===== config.mk =====
export PLATFORM = sky130hd
export DESIGN_NAME = serial_tx
export DESIGN_NICKNAME = d
export VERILOG_FILES = /design/src/rtl/serial_tx_pkg.sv /design/src/rtl/serial_tx_baud_cnt.sv /design/src/rtl/serial_tx.sv
export SDC_FILE = /design/constraint.sdc
export NUM_CORES = 1
export LEC_CHECK = 0
export CAP_MARGIN = 20
export CORE_UTILIZATION = 52
export CTS_CLUSTER_DIAMETER = 40
export DETAILED_ROUTE_END_ITERATION = 8
export PLACE_DENSITY = 0.77
export SLEW_MARGIN = 40
export SYNTH_ARGS = -nofsm -noshare
export SYNTH_HDL_FRONTEND = slang
export SYNTH_SLANG_ARGS = --single-unit

===== constraint.sdc =====
create_clock -name clk -period 2.5 [get_ports clk]
set_input_delay 0.5 -clock clk [delete_from_list [all_inputs] [get_ports clk]]
set_output_delay 0.5 -clock clk [all_outputs]
set_load 0.005 [all_outputs]

===== src/rtl/serial_tx_pkg.sv =====
// Shared definitions for the serial frame transmitter.
//   tx_state_t : frame FSM states (IDLE, START, DATA, STOP)
//   LINE_IDLE / START_BIT / STOP_BIT : serial line levels
package serial_tx_pkg;

  typedef enum logic [1:0] {
    IDLE  = 2'd0,
    START = 2'd1,
    DATA  = 2'd2,
    STOP  = 2'd3
  } tx_state_t;

  localparam logic LINE_IDLE = 1'b1;
  localparam logic START_BIT = 1'b0;
  localparam logic STOP_BIT  = 1'b1;

endpackage


===== src/rtl/serial_tx_baud_cnt.sv =====
// Bit-period timer for the serial transmitter.
//   clk, reset : clock, asynchronous active-high reset
//   clear      : force the timer back to 0
//   enable     : advance the timer this cycle
//   tick       : high on the last cycle of each CLKS_PER_BIT-cycle bit period
module baud_cnt #(
  parameter int unsigned CLKS_PER_BIT = 4
) (
  input  logic clk,
  input  logic reset,
  input  logic clear,
  input  logic enable,
  output logic tick
);

  generate
    if (CLKS_PER_BIT == 1) begin : g_single
      // Every enabled cycle is a terminal cycle; no counter state exists.
      logic unused_ok;
      assign unused_ok = &{1'b0, clk, reset, clear};
      assign tick      = enable;
    end else begin : g_cnt
      localparam int unsigned   TW   = $clog2(CLKS_PER_BIT);
      localparam logic [TW-1:0] LAST = TW'(CLKS_PER_BIT - 1);

      logic [TW-1:0] cnt;

      always_ff @(posedge clk or posedge reset) begin
        if (reset) begin
          cnt <= '0;
        end else if (clear) begin
          cnt <= '0;
        end else if (enable) begin
          cnt <= (cnt == LAST) ? '0 : cnt + 1'b1;
        end
      end

      assign tick = enable && (cnt == LAST);
    end
  endgenerate

endmodule


===== src/rtl/serial_tx.sv =====
// Parallel-to-serial frame transmitter.
// Accepts a WIDTH-bit word on valid && ready, then sends start bit (0),
// WIDTH data bits (LSB or MSB first), stop bit (1); each bit lasts
// CLKS_PER_BIT cycles. done pulses for one cycle after the stop bit.
//   clk, reset : clock, asynchronous active-high reset
//   p_in, valid: parallel word and its valid strobe
//   ready, busy: idle / frame in progress (decoded from state)
//   s_out      : registered serial line, idle high
//   done       : registered end-of-frame pulse
module serial_tx
  import serial_tx_pkg::*;
#(
  parameter int unsigned WIDTH        = 8,
  parameter int unsigned CLKS_PER_BIT = 4,
  parameter bit          LSB_FIRST    = 1'b1
) (
  input  logic             clk,
  input  logic             reset,
  input  logic [WIDTH-1:0] p_in,
  input  logic             valid,
  output logic             ready,
  output logic             s_out,
  output logic             busy,
  output logic             done
);

  localparam int unsigned   BW       = $clog2(WIDTH + 1);
  localparam logic [BW-1:0] LAST_BIT = BW'(WIDTH - 1);

  tx_state_t        state, state_n;
  logic [WIDTH-1:0] shreg, shreg_n, shifted;
  logic [BW-1:0]    bcnt, bcnt_n;
  logic             s_out_n, done_n;
  logic             baud_clear, baud_en, tick;

  function automatic logic first_bit(input logic [WIDTH-1:0] v);
    return LSB_FIRST ? v[0] : v[WIDTH-1];
  endfunction

  assign baud_clear = (state == IDLE);
  assign baud_en    = (state != IDLE);

  baud_cnt #(.CLKS_PER_BIT(CLKS_PER_BIT)) u_baud (
    .clk    (clk),
    .reset  (reset),
    .clear  (baud_clear),
    .enable (baud_en),
    .tick   (tick)
  );

  assign ready   = (state == IDLE);
  assign busy    = ~ready;
  assign shifted = LSB_FIRST ? (shreg >> 1) : (shreg << 1);

  always_comb begin
    state_n = state;
    shreg_n = shreg;
    bcnt_n  = bcnt;
    s_out_n = s_out;
    done_n  = 1'b0;
    case (state)
      IDLE: begin
        s_out_n = LINE_IDLE;
        if (valid) begin
          shreg_n = p_in;
          state_n = START;
          s_out_n = START_BIT;
        end
      end
      START: begin
        if (tick) begin
          state_n = DATA;
          s_out_n = first_bit(shreg);
          bcnt_n  = '0;
        end
      end
      DATA: begin
        if (tick) begin
          shreg_n = shifted;
          if (bcnt == LAST_BIT) begin
            state_n = STOP;
            s_out_n = STOP_BIT;
          end else begin
            bcnt_n  = bcnt + 1'b1;
            s_out_n = first_bit(shifted);
          end
        end
      end
      STOP: begin
        if (tick) begin
          state_n = IDLE;
          done_n  = 1'b1;
        end
      end
      default: state_n = IDLE;
    endcase
  end

  always_ff @(posedge clk or posedge reset) begin
    if (reset) begin
      state <= IDLE;
      shreg <= '0;
      bcnt  <= '0;
      s_out <= LINE_IDLE;
      done  <= 1'b0;
    end else begin
      state <= state_n;
      shreg <= shreg_n;
      bcnt  <= bcnt_n;
      s_out <= s_out_n;
      done  <= done_n;
    end
  end

endmodule


## After elaboration in Yosys (flattened, before gate mapping)

Index checks and enable logic that the tools add are counted.

- Add/subtract/negate cells: 2
- Eq/ne operators: 11
- Multiplexer cells: 23
- Bitwise logic cells: 1
- Reduce and logical (&&, ||, !) cells: 11

Operators with widths:

| kind | count |
|---|---|
| $mux 2 | 8 |
| $mux 8 | 2 |
| $pmux 8 s2 | 1 |
| $mux 4 | 3 |
| $ne 2x2->1 const B | 6 |
| $pmux 2 s4 | 1 |
| $pmux 4 s2 | 1 |
| $reduce_bool 2->1 | 4 |
| $eq 2x2->1 const B | 3 |
| $mux 1 | 6 |
| $reduce_and 3->1 | 2 |
| $reduce_and 5->1 | 1 |
| $add 4x1->4 const B | 1 |
| $eq 4x3->1 const B | 1 |
| $reduce_and 4->1 | 1 |
| $pmux 1 s3 | 1 |
| $reduce_bool 3->1 | 1 |
| $add 2x1->2 const B | 1 |
| $eq 2x1->1 const B | 1 |
| $logic_not 2->1 | 1 |
| $logic_and 1x1->1 | 1 |
| $not 1->1 | 1 |

- Register bits after elaboration: 18
- Bits of input ports: 11
- Output and inout bits: 4
- Word-level logic and storage cells: 54

## Longest topological paths before layout

- Depth in word-level cells: 4
- Gate-level depth with buffers: 7
- Gate-level depth less buffers: 5

## Cells and area by module

Synthesis repeated with hierarchy kept, for this count alone.

- Cells, all modules: 98
- Area total of the unflattened synthesis: 1051.0 µm²

Modules (own cells, without submodules):

| module | times used | cells each | area each (µm²) | seq. area each (µm²) |
|---|---|---|---|---|
| serial_tx | 1 | 88 | 940.9 | 401.6 |
| baud_cnt | 1 | 10 | 110.1 | 50.0 |

## Worst setup path after synthesis

OpenSTA, ideal clock, no wires.

- Path kind: reg2reg
- From: reg state[0]
- To: reg state[1]
- Setup time: 0.125 ns
- Arrival: 1.794 ns
- Data required time: 2.375 ns
- Slack: 0.581 ns
- Stages on the path, launching flop included: 7
- Path buffers: 1
- Clock period less this slack: 1.919 ns
- Cells stage by stage: dfrtp_1 -> inv_1 -> ha_1 -> buf_6 -> or3_4 -> a221oi_4 -> mux2_4

- Longest elaborated chain between the ends: 4
- Elaborated cells between the ends (all ways): 13
- Classes of those cells: eq/ne (8); mux (1); reduce/logical (4)

RTL lines:

| element | RTL line | text |
|---|---|---|
| start, declared | serial_tx.sv:30 | `tx_state_t state, state_n;` |
| start signal, assigned | serial_tx.sv:107 | `state <= state_n;` |
| $reduce_bool 2->1 | serial_tx.sv:41 | `assign baud_en = (state != IDLE);` |
| $logic_and 1x1->1 | serial_tx_baud_cnt.sv:38 | `assign tick = enable && (cnt == LAST);` |
| $ne 2x2->1 (no line) | n/a |  |
| $reduce_and 5->1 (no line) | n/a |  |

Parallel ways exist; a longest one is shown, timed or not.
A chain may end at the register's enable or synchronous reset.

## Worst setup path after layout

- From: reg state[1]
- To: out ready

- Longest elaborated chain between the ends: 1

RTL lines:

| element | RTL line | text |
|---|---|---|
| $logic_not 2->1 | serial_tx.sv:51 | `assign ready = (state == IDLE);` |
| end, declared | serial_tx.sv:21 | `output logic ready,` |

Every way passes these cells.

==> results list <==
- Run status: completed
- Startpoint type of the worst setup path: register
- Unrepaired setup endpoints after global routing: false
- In this run the standard cell core region covers 1780 µm².
- Max Root-Sink Buffers: 2
* Detailed Routing Iterations Pass 1: 4
- Worst setup path startpoint: state[1]$_DFFE_PP0P_
* Final RePlAce weighted congestion: 0.773
* Initial core utilization: 0.572
- Share of final-layout standard cells stronger than drive strength 1: 0.262
* Number of standard cells after synthesis: 86
- After routing the design area is 1220 µm².
- The most common cell in the synthesized netlist is sky130_fd_sc_hd__dfrtp_1.
- Walking the worst path, the cells encountered are inv_1, ha_1, clkdlybuf4s50_1.
- Entering global routing, the biggest net connects 19 pins.
- Averaged over all synthesized cells, the footprint is 11.9 µm².
- Summing all placed instances gives a cell area of 1180 µm².
* Final period demand of the worst path: 2240 ps
- For this block, the initial DRC count from the detailed router was 11.
* Post-synthesis sequential area ratio: 0.443
* Clock edge transition at the registers on the reported setup and hold paths: 100 ps
* Average vias per placed instance: 5.66
- Endpoint of the worst register-to-register path: state[1]$_DFFE_PP0P_
* Root buffer cell: sky130_fd_sc_hd__clkbuf_4
* Total global-route track usage: 0.217
- Commonest cells in the netlist: sky130_fd_sc_hd__dfrtp_1 (17), sky130_fd_sc_hd__mux2_2 (16), sky130_fd_sc_hd__ha_1 (7), sky130_fd_sc_hd__inv_1 (7), sky130_fd_sc_hd__nor2b_1 (4)
- Buffers inserted by post-CTS timing repair: 0
* Post-route total power: 1.54 mW
* P per Cell Area: 1260 nW/µm²
* Total number of H-tree levels: 1
- The share of synthesized area in the top cell type comes to 0.417.
- Once detail routing completed, the nets flagged for antenna violations numbered 0.
* Capturing element of the worst setup path: ready
* Register bit count reported by yosys: 18
- The initial antenna violation count is 0.
* GRT Residual Overflow: 0
- On the final layout, the worst clock skew is 1.37 ps.
- Global-route wire length before repair: 3.19 mm
- DP Cell Count: 124
- The repair_antennas step left the layout with diodes totalling 0.
* Net Count, Synth: 104
* Post-placement worst setup slack: 484 ps
- The number of clock buffers added by TritonCTS is 3.
- Commonest register cell after synthesis: sky130_fd_sc_hd__dfrtp_1
* Clock insertion delay at the later pin of the skew report: 290 ps
* Count of flip-flops with a built-in enable after synthesis: 0
- The Yosys step of the flow raised 0 warnings.
- Measured along the x axis, the die boundary spans 46.3 µm.
- Hold buffers post-CTS: 0
* Port-buffer cells: 14
* Worst Setup Slack, final: 260 ps
- The via count of the first global-routing pass came to 737.
- CTS saw 18 sinks.
- The worst pin sits at a relative slew slack of 0.546.
- At the pin with the least slew margin, the transition time is 680 ps.
* Number of nets in the layout: 122
* Wirelength, routed: 1.87 mm
* Share of async-settable or async-resettable flops after synthesis: 1.00
- Maximum achievable frequency: 447 MHz
- Max capacitance violation total: 0
- In the final routed layout, each cell accounts on average for 14.6 µm.
- Syn-to-layout area delta: 19.6%
- Worst hold path depth: 1
- Yosys mapped the design onto 32 distinct sky130hd cell types.
- Summed over all cells, the static leakage comes to 0.519 nW.
* Post-synthesis cell area: 1020 µm²
- For the worst setup path, the data arrival time is 1740 ps.
- Die Height: 46.3 µm
- Sum of negative setup slack: 0 ps
- Setup-failing EPs final: 0
- Critical path data required time: 2000 ps
- Setup slack on the worst reg-to-reg path comes out at 450 ps.
* Classification of the worst setup path: reg -> out
- Yosys attributes the largest share of cell area to sky130_fd_sc_hd__dfrtp_1 (42%), sky130_fd_sc_hd__mux2_2 (18%), sky130_fd_sc_hd__ha_1 (8.6%).
- 15 I/O pins were placed.
* Share of the clock period used by the worst path: 0.896
- The floorplan step defined a die boundary enclosing 2140 µm².
* CTS tree: done
* Filler-free cell count of the finished design: 128
- After floorplanning, the core was divided into 15 placement rows.
- Gates resized during post-CTS repair numbered 0.
- Cell type contributing the most total cell area after synthesis: sky130_fd_sc_hd__dfrtp_1
* Number of max-slew violations in the final report: 0
- In this design, the stage delay of the slowest critical-path cell is 570 ps.
- The worst setup path is captured at a primary output.
* Worst-case vdd ir drop: 0.656 mV
* Number of hold-slack violations in the final timing report: 0
- Total via count after detailed routing: 725
* Largest driver fanout on the critical path: 9
- Fill cells in the final layout number 141.
- Type of the most critical hold path: reg -> reg
* Cell with the biggest individual delay on the critical path: sky130_fd_sc_hd__clkdlybuf4s50_1
- After legalization and detailed placement, the total HPWL measured 1.42 mm.
- Remaining design rule violation count: 0
- Path depth of the worst reg2reg path: 5
- The worst register-to-register path begins at state[0]$_DFFE_PP0P_.
-- sequential cells by signal (all words and copies together), names as in the netlist --
signal            count
shreg                 8
state                 2
done                  1
u_baud.g_cnt.cnt      2
s_out                 1
bcnt                  4
-- power by group --
group	internal, mW	total, mW	switching [mW]
Combinational	0.461	0.848	0.387
Clock	0.0888	0.177	0.0885
Sequential	0.429	0.512	0.0827
Total	0.979	1.54	0.558
-- cell families (layout without fill, tap and decap cells) --
group           count (synthesis)  in the layout  share of synthesized area
compound gates                 14             14                      0.115
fa+ha+maj                       7              7                     0.0859
simple gates                   21             21                      0.124
buf+inv                         9             26                     0.0405
mux                            17             17                      0.191
flops                          18             18                      0.443
-- metal layers --
| layer | vias up | wire, µm | global-route usage | share of wire |
|---|---|---|---|---|
| li1 | 343 | - | - | - |
| met1 | 364 | 833 | 0.262 | 0.44 |
| met2 | 13 | 949 | 0.363 | 0.51 |
| met3 | 5 | 52 | 0.0431 | 0.028 |
| met4 | 0 | 37 | 0.106 | 0.020 |
| met5 | - | 0 | 0 | 0 |
-- layout by cell type, fill, tap and decap left out, types with 2 or more instances in the layout --
master | synthesis | routed
sky130_fd_sc_hd__dfrtp_1 | 17 | 17
sky130_fd_sc_hd__mux2_2 | 16 | 16
sky130_fd_sc_hd__a31oi_1 | 2 | 2
sky130_fd_sc_hd__nand3b_1 | 2 | 2
sky130_fd_sc_hd__a21oi_1 | 3 | 3
sky130_fd_sc_hd__inv_1 | 7 | 7
sky130_fd_sc_hd__ha_1 | 7 | 7
sky130_fd_sc_hd__clkdlybuf4s50_1 | 0 | 14
sky130_fd_sc_hd__nor2b_1 | 4 | 4
sky130_fd_sc_hd__nor2_1 | 3 | 3
sky130_fd_sc_hd__clkbuf_4 | 0 | 3
sky130_fd_sc_hd__nand3_1 | 3 | 3
-- through the flow --
stage                     hold WS (ps)  utilization
after global placement             426        0.664
after CTS                          451        0.684
after floorplan                    408            -
after detailed placement           431        0.664
final                              451        0.684
after global routing               470        0.684
-- critical path: cells and delay by family (launching register included) --
family                     cells  cell delay, ps
DFF                            1             440
buffers and inverters          2             690
adders and majority gates      1             330
-- worst min path at each step --
stage	endpoint	start	slack, ps
2_1_floorplan	u_baud.g_cnt.cnt[0]$_DFF_PP0_	u_baud.g_cnt.cnt[0]$_DFF_PP0_	410
3_3_place_gp	u_baud.g_cnt.cnt[0]$_DFF_PP0_	u_baud.g_cnt.cnt[0]$_DFF_PP0_	430
3_5_place_dp	u_baud.g_cnt.cnt[0]$_DFF_PP0_	u_baud.g_cnt.cnt[0]$_DFF_PP0_	430
4_1_cts	u_baud.g_cnt.cnt[0]$_DFF_PP0_	u_baud.g_cnt.cnt[0]$_DFF_PP0_	450
5_1_grt	u_baud.g_cnt.cnt[0]$_DFF_PP0_	u_baud.g_cnt.cnt[0]$_DFF_PP0_	470
6_report	u_baud.g_cnt.cnt[0]$_DFF_PP0_	u_baud.g_cnt.cnt[0]$_DFF_PP0_	450
-- area by class of cell --
class | count | area [µm²] | area share
Multi-Input combinational cell | 59 | 527 | 0.432
Sequential cell | 18 | 452 | 0.370
Timing Repair Buffer | 15 | 148 | 0.121
Clock buffer | 4 | 36.3 | 0.0297
Tap cell | 25 | 31.3 | 0.0256
Inverter | 7 | 26.3 | 0.0215
(Power assumes the default switching activity.)
